`src/rtl/sram_req_arbiter_pkg.sv`:
```
// Shared types for the sram-like request arbiter: source encoding, the
// outstanding-transaction tag layout and the lock FSM states.
package sram_req_arbiter_pkg;

    localparam logic SRC_INST = 1'b0;
    localparam logic SRC_DATA = 1'b1;

    // One tag per accepted transaction; discard marks a flushed fetch.
    typedef struct packed {
        logic discard;
        logic src;
    } tag_entry_t;

    localparam int TAG_W = $bits(tag_entry_t);

    typedef enum logic {
        LOCK_IDLE = 1'b0,
        LOCK_HELD = 1'b1
    } lock_state_t;

endpackage

```
`src/rtl/sram_req_arbiter_tag_fifo.sv`:
```
// In-order tag FIFO for accepted-but-unanswered transactions. A bulk clear
// marks every INST entry (including one being pushed now) as discarded, and
// the head output already reflects a clear arriving in the same cycle.
module req_tag_fifo
    import sram_req_arbiter_pkg::*;
#(
    parameter int DEPTH = 2,
    parameter int CNT_W = $clog2(DEPTH + 1)
) (
    input  logic       clk,
    input  logic       resetn,
    input  logic       push_i,
    input  tag_entry_t push_entry_i,
    input  logic       pop_i,
    input  logic       clear_inst_i,
    output logic       full_o,
    output logic       empty_o,
    output tag_entry_t head_o
);

    localparam int PTR_W = (DEPTH > 1) ? $clog2(DEPTH) : 1;

    logic [PTR_W-1:0] head_q;
    logic [PTR_W-1:0] tail_q;
    logic [CNT_W-1:0] count_q;
    tag_entry_t       entry_q [DEPTH];
    tag_entry_t       head_raw;
    logic             do_push;
    logic             do_pop;

    function automatic logic [PTR_W-1:0] ptr_inc(input logic [PTR_W-1:0] p);
        return (p == PTR_W'(DEPTH - 1)) ? '0 : p + 1'b1;
    endfunction

    assign full_o  = (count_q == CNT_W'(DEPTH));
    assign empty_o = (count_q == '0);
    assign do_push = push_i & ~full_o;
    assign do_pop  = pop_i & ~empty_o;

    assign head_raw       = entry_q[head_q];
    assign head_o.src     = head_raw.src;
    assign head_o.discard = head_raw.discard | (clear_inst_i & (head_raw.src == SRC_INST));

    // Pointer and occupancy bookkeeping; push and pop together leave count alone.
    always_ff @(posedge clk or negedge resetn) begin
        if (!resetn) begin
            head_q  <= '0;
            tail_q  <= '0;
            count_q <= '0;
        end else begin
            if (do_push) tail_q <= ptr_inc(tail_q);
            if (do_pop)  head_q <= ptr_inc(head_q);
            if (do_push && !do_pop)      count_q <= count_q + 1'b1;
            else if (!do_push && do_pop) count_q <= count_q - 1'b1;
        end
    end

    // Tag storage: write at tail, and flag INST entries on a flush.
    always_ff @(posedge clk or negedge resetn) begin
        if (!resetn) begin
            for (int i = 0; i < DEPTH; i++) entry_q[i] <= '0;
        end else begin
            for (int i = 0; i < DEPTH; i++) begin
                if (do_push && (tail_q == PTR_W'(i))) begin
                    entry_q[i].src     <= push_entry_i.src;
                    entry_q[i].discard <= push_entry_i.discard |
                                          (clear_inst_i & (push_entry_i.src == SRC_INST));
                end else if (clear_inst_i && (entry_q[i].src == SRC_INST)) begin
                    entry_q[i].discard <= 1'b1;
                end
            end
        end
    end

endmodule

```
`src/rtl/sram_req_arbiter.sv`:
```
// Shares one sram-like port between instruction fetch and data access.
// Data has fixed priority unless a stalled request holds the lock; responses
// come back in order and are routed by the tag FIFO head.
module sram_req_arbiter
    import sram_req_arbiter_pkg::*;
#(
    parameter int OUTSTANDING = 2,
    parameter int CNT_W       = $clog2(OUTSTANDING + 1)
) (
    input  logic        clk,
    input  logic        resetn,
    input  logic        inst_req,
    input  logic        inst_wr,
    input  logic [1:0]  inst_size,
    input  logic [31:0] inst_addr,
    input  logic [3:0]  inst_wstrb,
    input  logic [31:0] inst_wdata,
    output logic        inst_addr_ok,
    output logic        inst_data_ok,
    output logic [31:0] inst_rdata,
    input  logic        inst_cancel,
    input  logic        data_req,
    input  logic        data_wr,
    input  logic [1:0]  data_size,
    input  logic [31:0] data_addr,
    input  logic [3:0]  data_wstrb,
    input  logic [31:0] data_wdata,
    output logic        data_addr_ok,
    output logic        data_data_ok,
    output logic [31:0] data_rdata,
    output logic        mem_req,
    output logic        mem_wr,
    output logic [1:0]  mem_size,
    output logic [31:0] mem_addr,
    output logic [3:0]  mem_wstrb,
    output logic [31:0] mem_wdata,
    input  logic        mem_addr_ok,
    input  logic        mem_data_ok,
    input  logic [31:0] mem_rdata
);

    lock_state_t lock_q;
    logic        lock_src_q;
    logic        sel;
    logic        sel_req;
    logic        can_issue;
    logic        transfer;
    logic        fifo_full;
    logic        fifo_empty;
    logic        pop_valid;
    tag_entry_t  push_entry;
    tag_entry_t  head;

    assign can_issue = ~fifo_full;
    assign sel       = (lock_q == LOCK_HELD) ? lock_src_q : (data_req ? SRC_DATA : SRC_INST);
    assign sel_req   = (sel == SRC_DATA) ? data_req : inst_req;

    // Every output is forced low while reset is asserted.
    assign mem_req   = resetn & can_issue & sel_req;
    assign mem_wr    = resetn & ((sel == SRC_DATA) ? data_wr : inst_wr);
    assign mem_size  = resetn ? ((sel == SRC_DATA) ? data_size  : inst_size)  : '0;
    assign mem_addr  = resetn ? ((sel == SRC_DATA) ? data_addr  : inst_addr)  : '0;
    assign mem_wstrb = resetn ? ((sel == SRC_DATA) ? data_wstrb : inst_wstrb) : '0;
    assign mem_wdata = resetn ? ((sel == SRC_DATA) ? data_wdata : inst_wdata) : '0;

    assign transfer     = mem_req & mem_addr_ok;
    assign inst_addr_ok = transfer & (sel == SRC_INST);
    assign data_addr_ok = transfer & (sel == SRC_DATA);

    assign push_entry.src     = sel;
    assign push_entry.discard = (sel == SRC_INST) & inst_cancel;

    assign pop_valid    = resetn & mem_data_ok & ~fifo_empty;
    assign data_data_ok = pop_valid & (head.src == SRC_DATA);
    assign inst_data_ok = pop_valid & (head.src == SRC_INST) & ~head.discard;
    assign inst_rdata   = resetn ? mem_rdata : '0;
    assign data_rdata   = resetn ? mem_rdata : '0;

    // Lock FSM: pin the selected source while its request waits for addr_ok.
    always_ff @(posedge clk or negedge resetn) begin
        if (!resetn) begin
            lock_q     <= LOCK_IDLE;
            lock_src_q <= SRC_DATA;
        end else begin
            case (lock_q)
                LOCK_IDLE: begin
                    if (mem_req && !mem_addr_ok) begin
                        lock_q     <= LOCK_HELD;
                        lock_src_q <= sel;
                    end
                end
                LOCK_HELD: begin
                    if (transfer) lock_q <= LOCK_IDLE;
                end
                default: lock_q <= LOCK_IDLE;
            endcase
        end
    end

    req_tag_fifo #(
        .DEPTH (OUTSTANDING),
        .CNT_W (CNT_W)
    ) u_tag_fifo (
        .clk          (clk),
        .resetn       (resetn),
        .push_i       (transfer),
        .push_entry_i (push_entry),
        .pop_i        (mem_data_ok & resetn),
        .clear_inst_i (inst_cancel),
        .full_o       (fifo_full),
        .empty_o      (fifo_empty),
        .head_o       (head)
    );

    // A response with nothing outstanding is a downstream protocol error.
    a_no_stray_data_ok: assert property (@(posedge clk) disable iff (!resetn)
                                         !(mem_data_ok && fifo_empty));

endmodule

```
`config.mk`:
```
export PLATFORM = sky130hd
export DESIGN_NAME = sram_req_arbiter
export DESIGN_NICKNAME = d
export VERILOG_FILES = /design/src/rtl/sram_req_arbiter_pkg.sv /design/src/rtl/sram_req_arbiter_tag_fifo.sv /design/src/rtl/sram_req_arbiter.sv
export SDC_FILE = /design/constraint.sdc
export NUM_CORES = 1
export LEC_CHECK = 0
export ABC_AREA = 0
export CAP_MARGIN = 10
export CORE_AREA = 2 2 124 126
export DETAILED_ROUTE_END_ITERATION = 8
export DIE_AREA = 0 0 126 128
export PLACE_DENSITY_LB_ADDON = 0.3
export REMOVE_ABC_BUFFERS = 1
export SYNTH_ARGS = -nofsm -noshare
export SYNTH_HDL_FRONTEND = slang
export SYNTH_SLANG_ARGS = --single-unit
```
`constraint.sdc`:
```
create_clock -name clk -period 3.7 [get_ports clk]
set_clock_uncertainty 0.05 [all_clocks]
set_input_delay 0.74 -clock clk [delete_from_list [all_inputs] [get_ports clk]]
set_output_delay 0.74 -clock clk [all_outputs]
set_load 0.05 [all_outputs]
```
* Word-level counts from Yosys, hierarchy flattened
Index checks and enable logic that the tools add are counted.
Word-level totals: flip-flop bits (word level) 10, bits of input ports 181
Operators by class: add/sub/neg operators 4, equal/unequal tests 1, bitwise logic cells 25, magnitude comparators 1, reductions and logical operators 15, mux-type cells 27
Operator list (number):
- 32-bit 2-to-1 mux | 5
- 1-bit AND | 14
- 2-bit 2-to-1 mux | 7
- 1-bit 2-to-1 mux | 12
- 1-bit NOT | 9
- 4-bit 2-to-1 mux | 2
- 1-bit logical AND | 7
- 2-bit nonzero test | 3
- 1-bit logical NOT | 3
- 1-bit adder, second input constant | 2
- 2-bit by 1-bit adder with 2-bit output, second input constant | 1
- 2-bit equality test, second input constant | 1
- 2-bit >= comparator, second input constant | 1
- 2-bit logical NOT | 1
- 1-bit NOT with 2-bit output | 1
- 1-bit case mux with 2 select lines | 1
- 2-bit AND reduction | 1
- 2-bit by 1-bit subtractor with 2-bit output, second input constant | 1
- 1-bit OR | 1

* Logic depth before layout (Yosys ltp)
depth after elaboration 10, mapped depth 8, depth with buffers taken out 7

* Hierarchy
From an unflattened synthesis, not the netlist that was laid out.
Second synthesis, totals: cell total of the unflattened synthesis 370, area total of the unflattened synthesis 2630.0 µm²
Modules (own cells, without submodules):
- sram_req_arbiter | times used 1, cells an instance 330, seq. area each 51.3 µm², area an instance 2190.9 µm²
- req_tag_fifo | times used 1, cells an instance 40, seq. area each 200.2 µm², area an instance 439.2 µm²

* Worst setup path before layout
OpenSTA, ideal clock, no wires.
path type input-to-output, start input port mem_data_ok, end output port inst_data_ok, data required time 2.910 ns, setup slack 0.334 ns, arrival 2.576 ns, stages on the path 2, cells stage by stage o211ai_1 > nor4b_1
Between the ends: longest elaborated chain between the ends 4
RTL lines:
- start: declaration | line sram_req_arbiter.sv:38 | input logic mem_data_ok,
- 1-bit AND (2 in series) | line sram_req_arbiter.sv:73 | assign pop_valid = resetn & mem_data_ok & ~fifo_empty;
- 1-bit AND (2 in series) | line sram_req_arbiter.sv:75 | assign inst_data_ok = pop_valid & (head.src == SRC_INST) & ~head.discard;
- end: declaration | line sram_req_arbiter.sv:19 | output logic inst_data_ok,
Every way passes these cells.

* Final worst setup path
start input port resetn, end output port mem_addr[9]
Between the ends: longest elaborated chain between the ends 1
RTL lines:
- start: declaration | line sram_req_arbiter.sv:11 | input logic resetn,
- 32-bit 2-to-1 mux | line sram_req_arbiter.sv:62 | assign mem_addr = resetn ? ((sel == SRC_DATA) ? data_addr : inst_addr) : '0;
- end: declaration | line sram_req_arbiter.sv:34 | output logic [31:0] mem_addr,
Every way passes these cells.

==> flow_summary.json <==
{
  "vias": 3350,
  "pre_cts_slack_ns": 0.4516,
  "postCtsSetupRepairBufs": 0,
  "io_pins": 321,
  "clk_pin_slew_ns": 0.04,
  "grt_pass1_vias": 3239,
  "routabilityCongestion": 0.7909,
  "synthTopCellsByArea": "nand2_1, a21boi_1, buf_4",
  "slew_violations": 0,
  "synth_common_cells": "nand2_1, a21boi_1, buf_4, and2_1, a21boi_0",
  "r2r_slack_ns": 1.63,
  "core_mm2": 0.01486,
  "synth_edf_count": 0,
  "end_kind": "primary output",
  "finalPower_uw": 3377,
  "wl_um": 11620,
  "crit_end": "mem_addr[9]",
  "max_freq_ghz": 0.3104,
  "ys.flop_type": "dfrtp_1",
  "die_h_um": 128,
  "nets": 814,
  "vdd_drop_max_v": 0.0002997,
  "critPathLaunchType": "primary input",
  "diodes": 0,
  "tritoncts": "built",
  "setup_viol": 0,
  "drc_errors": 0,
  "antenna_found_initial": 0,
  "path_max_fanout": 51,
  "dr.pass1.iters": 4,
  "initial_utilization_pct": 14.87,
  "synth_cells": 359,
  "cts_sinks": 10,
  "syn_area_mm2": 0.002210,
  "hold_viol_final": 0,
  "crit_type": "in -> out",
  "cp_data_arrival_time_ns": 2.43,
  "die_x_um": 126,
  "synth.distinct_cells": 34,
  "fin_crit_sh_pct": 87.08,
  "placedCellCount": 815,
  "slew_headroom_pct": 49.81,
  "synth.top_cell.area_share_pct": 24.29,
  "p_per_area_mw_per_mm2": 544.4,
  "grtUsageTotal_pct": 12.80,
  "r2r.worst_path.cells": 7,
  "syn_to_final_growth_pct": 180.7,
  "portBuffers": 320,
  "die_area_mm2": 0.01613,
  "rows": 45,
  "cts-resized-gates": 0,
  "place_hpwl_um": 9432,
  "avgSynthCellArea_um2": 6.155,
  "setup_ws_ns": 0.4780,
  "grt_overflow": 0,
  "cap_violations": 0,
  "cts_htree_levels": 1,
  "yosysTopAreaCell": "nand2_1",
  "clk_latency_ns": 0.24,
  "avgViaCountPerCell": 4.090,
  "required_ns": 2.91,
  "numCtsBuffers": 3,
  "grt_max_degree": 76,
  "cts_buffer_depth": 2,
  "drt_iter0_markers": 80,
  "worst_pin_slew_ns": 0.7529,
  "min_period_ns": 3.222,
  "postSynth.asyncResetShare_pct": 100.0,
  "hold_path.class": "reg -> reg",
  "yosysSeqAreaShare_pct": 11.38,
  "outcome": "finished clean",
  "grt_pass1_wl_um": 17080,
  "wl_per_cell_um": 14.19,
  "final_cell_count_no_fill": 819,
  "ys_seq_elements": 10,
  "drive_gt1_share_pct": 14.90,
  "leakagePower_uw": 0.002512,
  "yosys_warnings": 0,
  "ant_nets": 0,
  "synthMostInstantiatedCell": "nand2_1",
  "ctsHoldBuffers": 0,
  "rsz0062_at_grt": "no",
  "crit_start": "resetn",
  "r2r_end": "u_tag_fifo.count_q[1]$_DFFE_PN0P_",
  "cts_root_buf": "clkbuf_16"
}
## registers in the layout, indices dropped and copies added (netlist names), named ones only
register	cells
u_tag_fifo.tail_q	1
u_tag_fifo.entry_q	4
u_tag_fifo.count_q	2
lock_src_q	1
u_tag_fifo.head_q	1
## report_power, final
part	total, uW	leakage (uW)	switching, uW	internal (uW)
Combinational	2950	0.00236	1650	1300
Sequential	237	0.000112	68.3	169
Clock	195	0.0000382	50.2	144
Total	3380	0.00251	1770	1610
## area by class of cell
type,instances,area (um^2)
fillers,1460,8661
well taps,188,235.2
multi-input cells,285,1579
inverters,4,15.01
flip-flops and latches,10,251.5
clock buffers,4,78.83
repair buffers,328,4044
## through the flow
step	utilization [%]	setup TNS, ns	cell area [um^2]	hold WS [ns]
finish	41.73	0	6203	0.4428
global route	41.73	0	6203	0.4639
CTS	41.73	0	6203	0.4422
detailed placement	41.20	0	6125	0.4346
global placement	41.20	0	6125	0.4310
floorplan	-	-113.20	1833	0.3944
## cell families after synthesis
family | count (synthesis) | share of synthesized area (%)
compound gates | 82 | 28.43
fa+ha+maj | 1 | 0.5662
buf+inv | 64 | 17.72
flops | 10 | 11.38
xor+xnor | 5 | 1.982
simple gates | 192 | 37.37
mux | 5 | 2.548
## worst max-delay path, stage by stage
cell	delay (ns)
buf_2	0.57
buf_4	0.47
a21boi_0	0.41
buf_12	0.19
## per-layer routing
layer	up-vias	track usage (%)	wire length (um)
li1	1674	-	-
met1	1479	15.08	4570
met2	186	24.13	5950
met3	11	2.755	967
met4	0	2.069	136
met5	-	0	0
## layout by cell type, fill, tap and decap left out, types with 2 or more instances in the layout
cell / n
o21ai_0: 3
buf_4: 6
a21boi_1: 48
xor2_1: 2
nand2_1: 143
inv_1: 3
nand3_1: 3
nor2_1: 7
clkbuf_16: 3
a21boi_0: 23
o31ai_1: 2
dfrtp_1: 9
and2_1: 33
buf_12: 78
xnor2_1: 3
mux2i_1: 2
clkdlybuf4s50_1: 243
## worst min-delay path by stage
stage,start,to,cells past startpoint
after global placement,u_tag_fifo.count_q[1]$_DFFE_PN0P_,u_tag_fifo.count_q[1]$_DFFE_PN0P_,1
after floorplan,resetn,asynchronous set/reset pin,0
after detailed placement,u_tag_fifo.count_q[1]$_DFFE_PN0P_,u_tag_fifo.count_q[1]$_DFFE_PN0P_,1
after CTS,u_tag_fifo.count_q[1]$_DFFE_PN0P_,u_tag_fifo.count_q[1]$_DFFE_PN0P_,1
final,u_tag_fifo.count_q[1]$_DFFE_PN0P_,u_tag_fifo.count_q[1]$_DFFE_PN0P_,1
after global routing,u_tag_fifo.count_q[1]$_DFFE_PN0P_,u_tag_fifo.count_q[1]$_DFFE_PN0P_,1
Power figures use the tool's default switching activity.
